===== src/rtl/neuron_sequencer.sv =====
// Sequences one neuron evaluation: a multiply-accumulate over NUM_INPUTS signed
// input/weight pairs, a bias add, then one cycle presenting the sum to an
// external combinational activation block whose output is latched.
//
// Ports:
//   clk, rst          clock, asynchronous active-high reset
//   start             begin an evaluation (only honoured in IDLE)
//   x_in, w_in        signed 8-bit input/weight pair
//   in_valid/in_ready pair handshake (in_ready high while accumulating)
//   bias              signed WIDTH-bit bias, added in the BIAS state
//   acc_out           accumulator register, feeds activation a_in
//   act_ready         activation ready_signal, high for the single ACT cycle
//   act_in            activation block output
//   result            latched neuron output
//   done              one-cycle pulse after result updates
//   busy              high whenever not IDLE
module neuron_sequencer #(
  parameter int unsigned WIDTH      = 32,
  parameter int unsigned NUM_INPUTS = 62,
  parameter int unsigned CNT_W      = 8
) (
  input  logic             clk,
  input  logic             rst,
  input  logic             start,
  input  logic [7:0]       x_in,
  input  logic [7:0]       w_in,
  input  logic             in_valid,
  output logic             in_ready,
  input  logic [WIDTH-1:0] bias,
  output logic [WIDTH-1:0] acc_out,
  output logic             act_ready,
  input  logic [7:0]       act_in,
  output logic [7:0]       result,
  output logic             done,
  output logic             busy
);

  localparam int unsigned PROD_W = 16;
  localparam logic [CNT_W-1:0] LAST_CNT = CNT_W'(NUM_INPUTS - 1);

  typedef enum logic [2:0] {
    S_IDLE,
    S_ACCUM,
    S_BIAS,
    S_ACT,
    S_DONE
  } state_t;

  state_t state, state_nxt;

  logic [CNT_W-1:0]         cnt;
  logic signed [PROD_W-1:0] prod_c;
  logic signed [WIDTH-1:0]  prod_ext_c;
  logic                     accept_c;

  // Signed 8x8 product, sign-extended to the accumulator width
  assign prod_c     = $signed(x_in) * $signed(w_in);
  assign prod_ext_c = WIDTH'(prod_c);
  assign accept_c   = (state == S_ACCUM) && in_valid;

  // State register
  always_ff @(posedge clk or posedge rst) begin
    if (rst) begin
      state <= S_IDLE;
    end else begin
      state <= state_nxt;
    end
  end

  // Next-state and state-decoded handshake/status outputs
  always_comb begin
    state_nxt = state;
    in_ready  = 1'b0;
    act_ready = 1'b0;
    done      = 1'b0;
    busy      = 1'b1;
    case (state)
      S_IDLE: begin
        busy = 1'b0;
        if (start) state_nxt = S_ACCUM;
      end
      S_ACCUM: begin
        in_ready = 1'b1;
        if (in_valid && (cnt == LAST_CNT)) state_nxt = S_BIAS;
      end
      S_BIAS: begin
        state_nxt = S_ACT;
      end
      S_ACT: begin
        act_ready = 1'b1;
        state_nxt = S_DONE;
      end
      S_DONE: begin
        done      = 1'b1;
        state_nxt = S_IDLE;
      end
      default: begin
        state_nxt = S_IDLE;
      end
    endcase
  end

  // Accumulator, pair counter and result latch; sums wrap modulo 2^WIDTH
  always_ff @(posedge clk or posedge rst) begin
    if (rst) begin
      acc_out <= '0;
      cnt     <= '0;
      result  <= '0;
    end else begin
      case (state)
        S_IDLE: begin
          if (start) begin
            acc_out <= '0;
            cnt     <= '0;
          end
        end
        S_ACCUM: begin
          if (accept_c) begin
            acc_out <= acc_out + prod_ext_c;
            cnt     <= cnt + CNT_W'(1);
          end
        end
        S_BIAS: begin
          acc_out <= acc_out + bias;
        end
        S_ACT: begin
          result <= act_in;
        end
        default: begin
        end
      endcase
    end
  end

endmodule


===== config.mk =====
export PLATFORM = sky130hd
export DESIGN_NAME = neuron_sequencer
export DESIGN_NICKNAME = d
export VERILOG_FILES = /design/src/rtl/neuron_sequencer.sv
export SDC_FILE = /design/constraint.sdc
export NUM_CORES = 1
export LEC_CHECK = 0
export BUFFER_PORTS_ARGS = -buffer_cell sky130_fd_sc_hd__buf_2
export CAP_MARGIN = 20
export CORE_UTILIZATION = 55
export CTS_CLUSTER_DIAMETER = 100
export DETAILED_ROUTE_END_ITERATION = 10
export PLACE_DENSITY = 0.8
export REMOVE_ABC_BUFFERS = 1
export SLEW_MARGIN = 20
export SYNTH_ARGS = -nofsm -noshare
export SYNTH_HDL_FRONTEND = slang
export SYNTH_SLANG_ARGS = --single-unit

===== constraint.sdc =====
create_clock -name clk -period 9.15 [get_ports clk]
set_input_delay 1.83 -clock clk [delete_from_list [all_inputs] [get_ports clk]]
set_output_delay 1.83 -clock clk [all_outputs]
set_load 0.01 [all_outputs]

# Yosys cells after proc, flatten, opt, wreduce, memory -nomap -nowiden
# Index checks and enable logic that the tools add are counted.
[op_classes]
n_addsub = 3
multipliers = 1
n_eq_ne = 8
muxes = 13
n_reduce_logical = 8
[ops]
columns = ["op", "n"]
rows = [
  ["32-bit one-hot mux with 3 select lines", 1],
  ["32-bit adder", 2],
  ["32-bit 2-to-1 mux", 2],
  ["8-bit by 8-bit multiplier with 16-bit output", 1],
  ["8-bit 2-to-1 mux", 2],
  ["8-bit one-hot mux with 2 select lines", 1],
  ["3-bit one-hot mux with 4 select lines", 1],
  ["8-bit by 1-bit adder with 8-bit output (second input constant)", 1],
  ["8-bit by 6-bit == test with 1-bit output (second input constant)", 1],
  ["3-bit by 2-bit == test with 1-bit output (second input constant)", 2],
  ["3-bit 2-to-1 mux", 2],
  ["3-bit AND reduction", 2],
  ["1-bit 2-to-1 mux", 4],
  ["2-bit inequality test (second input constant)", 2],
  ["3-bit by 1-bit == test with 1-bit output (second input constant)", 1],
  ["3-bit == test (second input constant)", 1],
  ["3-bit logical NOT", 1],
  ["3-bit nonzero test", 1],
  ["1-bit logical AND", 2],
  ["2-bit by 1-bit inequality test with 1-bit output (second input constant)", 1],
  ["2-bit AND reduction", 1],
  ["2-bit nonzero test", 1],
]
[totals]
register_bits = 51
in_bits = 60
output_inout_bits = 44

# Longest topological paths before layout
[depth]
depth_word = 4
ltp_mapped = 29
depth_no_buf = 29

# Least setup slack after synthesis
# OpenSTA, ideal clock, no wires.
[synth_path]
path_type = "input-to-reg"
start = "in x_in[3]"
end = "reg acc_out[31]"
arrival_ns = 7.908
t_required_ns = 9.076
slack_ns = 1.167
path_stages = 27
n_path_buf = 1
path_cell_list = "and2_1 -> fa_1 -> inv_1 -> fa_1 -> inv_1 -> fa_1 -> inv_1 -> fa_1 -> inv_1 -> ha_1 -> nand3_1 -> o2111ai_1 -> a41oi_1 -> o21ai_0 -> a22oi_2 -> clkbuf_1 -> o21a_1 -> ha_1 -> and3_1 -> a221o_1 -> a32oi_1 -> o211a_1 -> o31a_1 -> o211ai_2 -> xor2_1 -> or3_1 -> o21ai_2"
[synth_via]
elab_chain_cells = 4
[synth_lines]
columns = ["element", "line_no", "source"]
rows = [
  ["from (decl)", "25", "input logic [7:0] x_in,"],
  ["8-bit by 8-bit multiplier with 16-bit output", "57", "assign prod_c = $signed(x_in) * $signed(w_in);"],
  ["32-bit adder", "119", "acc_out <= acc_out + prod_ext_c;"],
  ["32-bit 2-to-1 mux", "118", "if (accept_c) begin"],
  ["32-bit one-hot mux with 3 select lines", "110", "case (state)"],
  ["to (signal assigned)", "119", ""],
  ["to (signal assigned)", "124", "acc_out <= acc_out + bias;"],
  ["to (decl)", "30", "output logic [WIDTH-1:0] acc_out,"],
]
# No other way between the ends. The select of a mux whose other input is x is not followed.
# A chain may end at the register's enable or synchronous reset.

# Worst setup path after layout
[layout_path]
start = "in x_in[3]"
end = "reg acc_out[30]"
# The elaborated chain is that of the path after synthesis.

==> flow_metrics.env <==
export IMPL_vias=5518
export IMPL_final_net_count=1025
export IMPL_cts_setup_buffers=0
export IMPL_instances_no_fill=990
export IMPL_cp_required_ps=9350
export IMPL_min_delay_start="result[3]$_DFFE_PP0P_"
export IMPL_critPathMaxFanout=8
export IMPL_ys_flop_type="dfrtp_1"
export IMPL_max_freq_ghz=0.1209
export IMPL_synth_edf_count=0
export IMPL_max_cap_violations=0
export IMPL_setup_viol=0
export IMPL_dieArea_sq_um=12270
export IMPL_tritoncts="yes"
export IMPL_antenna_found_initial=0
export IMPL_r2r_start="state[0]$_DFFE_PP0P_"
export IMPL_htree_levels=2
export IMPL_n_fill_cell=984
export IMPL_cpMaxStageDelayCell="or4b_2"
export IMPL_rows=39
export IMPL_status="completed"
export IMPL_yosysTopAreaCellShare_pct=19.61
export IMPL_synth_area_per_cell_sq_um=8.644
export IMPL_avgRoutedWirePerCell_um=15.03
export IMPL_synth_area_sq_um=6509
export IMPL_hp_class="register to register"
export IMPL_port_buffers=103
export IMPL_arrival_ps=8470
export IMPL_cts_root_buf="clkbuf_16"
export IMPL_synthTopCellsByArea="dfrtp_1 20%, fa_1 17%, ha_1 12%, inv_1 6.2%, and2_1 4.3%"
export IMPL_critical_path_buf_inv_count=6
export IMPL_drcViolationCount=0
export IMPL_first_global_vias=5512
export IMPL_start_kind="input port"
export IMPL_numClockSinks=51
export IMPL_yosysTopAreaCell="dfrtp_1"
export IMPL_firstDrtPassIters=4
export IMPL_min_period_over_period_pct=90.42
export IMPL_start_util_pct=56.76
export IMPL_cts_path_max_buffers=2
export IMPL_overflow=0
export IMPL_antenna_left=0
export IMPL_ys_ff_latch=51
export IMPL_yosysUniqueCellTypes=62
export IMPL_drt_iter0_drc=322
export IMPL_vias_per_cell=5.574
export IMPL_dpl_hpwl_um=11890
export IMPL_wirelength_um=14880
export IMPL_critical_path_max_stage_delay_ps=610
export IMPL_tightestPinTransition_ps=782.7
export IMPL_seqCellArea_sq_um=1276
export IMPL_critPathKind="input port to register"
export IMPL_rr_endpoint="acc_out[30]$_DFFE_PP0P_"
export IMPL_drive_above_1_share_pct=16.06
export IMPL_die_width_um=110.8
export IMPL_synth_warnings=0
export IMPL_io_pins=104
export IMPL_place_gp_congestion=0.8726
export IMPL_syn_inst=753
export IMPL_fin_skew_ps=4.130
export IMPL_grt_use_total_pct=25.31
export IMPL_multi_input_area_sq_um=4747
export IMPL_dieHeight_um=110.8
export IMPL_holdWs_ps=509.8
export IMPL_yosysSeqAreaShare_pct=19.61
export IMPL_grt_max_degree=59
export IMPL_post_route_util_pct=63.73
export IMPL_cts_repair_resized=0
export IMPL_fin_setup_tns_ps=0
export IMPL_reg2reg_slack_ps=4960
export IMPL_rsz0062_at_grt="false"
export IMPL_report_final_slew_viol_count=0
export IMPL_max_slew_margin_rel_pct=47.82
export IMPL_antennaDiodeCount=0
export IMPL_synthArstFlopShare_pct=100.0
export IMPL_area_growth_pct=12.28
export IMPL_coreArea_sq_um=11470
export IMPL_ff2ff_path_depth=15
export IMPL_hold_viol=0
export IMPL_cp_end_kind="register"
export IMPL_holdBufCountCts=0
export IMPL_period_needed_ps=8273
export IMPL_min_path_cells=1
export IMPL_dp_cells=982
export IMPL_cp_top_family="adder cells"
export IMPL_cts_made_buffers=5
export IMPL_clk_latency_ps=290
export IMPL_grt_pass1_wl_um=25870
export IMPL_hold_end="result[3]$_DFFE_PP0P_"
export IMPL_cts_clk_slew_worst_paths_ps=70
==> how the worst max path moves through the flow <==
stage / start / to / slack (ps) / cells past startpoint
global placement: x_in[3] / acc_out[30]$_DFFE_PP0P_ / 660 / 29
finish: x_in[3] / acc_out[30]$_DFFE_PP0P_ / 880 / 29
floorplan: x_in[3] / acc_out[31]$_DFFE_PP0P_ / 1180 / 26
detailed placement: x_in[3] / acc_out[30]$_DFFE_PP0P_ / 640 / 29
global route: x_in[0] / acc_out[30]$_DFFE_PP0P_ / 540 / 28
CTS: x_in[3] / acc_out[30]$_DFFE_PP0P_ / 880 / 29
==> flip-flops by register name, indices dropped and copies added (netlist names) <==
name,cells
cnt,8
result,8
acc_out,32
state,3
==> routing by layer <==
layer	up-vias	track usage, %	wire length (um)
met4	0	6.844	335
met2	130	42.03	7121
li1	2740	-	-
met5	-	0	0
met3	27	2.624	560
met1	2621	35.29	6865
==> cells in the final DEF (no fill, tap or decap), drive strengths merged, types with 21 or more instances in the layout <==
cell type,count
inv,109
buf,108
xnor2,21
nand3,39
nand2,51
a21oi,37
nor2,33
a21o,21
fa,56
o21a,22
and2,46
dfrtp,51
ha,63
o21ai,47
==> Yosys cell counts (2+ instances only) <==
library cell,instances
a2111oi_0,2
a211oi_1,5
a21o_1,21
a21oi_1,37
a22o_1,3
a31oi_1,5
and2_1,45
and3_1,5
and3b_1,2
and4_1,3
buf_1,5
clkbuf_1,17
dfrtp_1,51
fa_1,56
ha_1,63
inv_1,108
mux2_2,9
mux2i_1,2
nand2_1,51
nand2b_1,7
nand3_1,39
nand3b_1,2
nand4_1,6
nor2_1,33
nor2b_1,10
nor3_1,10
nor3b_1,3
o2111ai_1,4
o211ai_2,2
o21a_1,22
o21ai_0,44
o21ai_1,2
o21bai_1,2
o31a_1,2
o31ai_1,6
o41ai_1,3
or3_1,2
or4_1,2
xnor2_1,21
xor2_1,19
==> cell families after synthesis <==
| kind of cell | after synthesis | synth area share [%] |
|---|---|---|
| multiplexers | 11 | 1.865 |
| buffers and inverters | 130 | 7.497 |
| AO/OA/AOI/OAI | 175 | 18.05 |
| flip-flops | 51 | 19.61 |
| AND/OR/NAND/NOR | 227 | 18.26 |
| adder cells (fa/ha/maj) | 119 | 29.34 |
| XOR/XNOR | 40 | 5.383 |
==> area by class of cell <==
class / instances / share of cell area [%]
inverters: 108 / 5.547
flip-flops and latches: 51 / 17.46
well taps: 143 / 2.448
repair buffers: 108 / 7.567
clock buffers: 5 / 1.712
clock inverters: 3 / 0.3082
multi-input cells: 572 / 64.95
==> metrics by stage <==
stage | setup WS (ps) | area (sq um)
floorplan | 1178 | 6426
global placement | 655.1 | 7158
detailed placement | 637.0 | 7158
CTS | 882.6 | 7306
global route | 538.7 | 7308
finish | 876.6 | 7308
==> worst reg2reg max path, stage by stage, from the launching register on <==
cell and delay, ps:
dfrtp_1 580, nor2_1 120, and2_0 270, buf_4 230, or4b_2 630, nand3_1 110, ha_1 310, inv_1 80
o21bai_1 70, a21oi_1 170, o21ai_0 180, a211o_1 370, o221ai_2 270, a21oi_1 150, o31a_1 310, o31ai_1 240
Power is left out: the tool's default activity adds up to more than one toggle a clock period on the data nets, which glitch-free logic cannot reach.
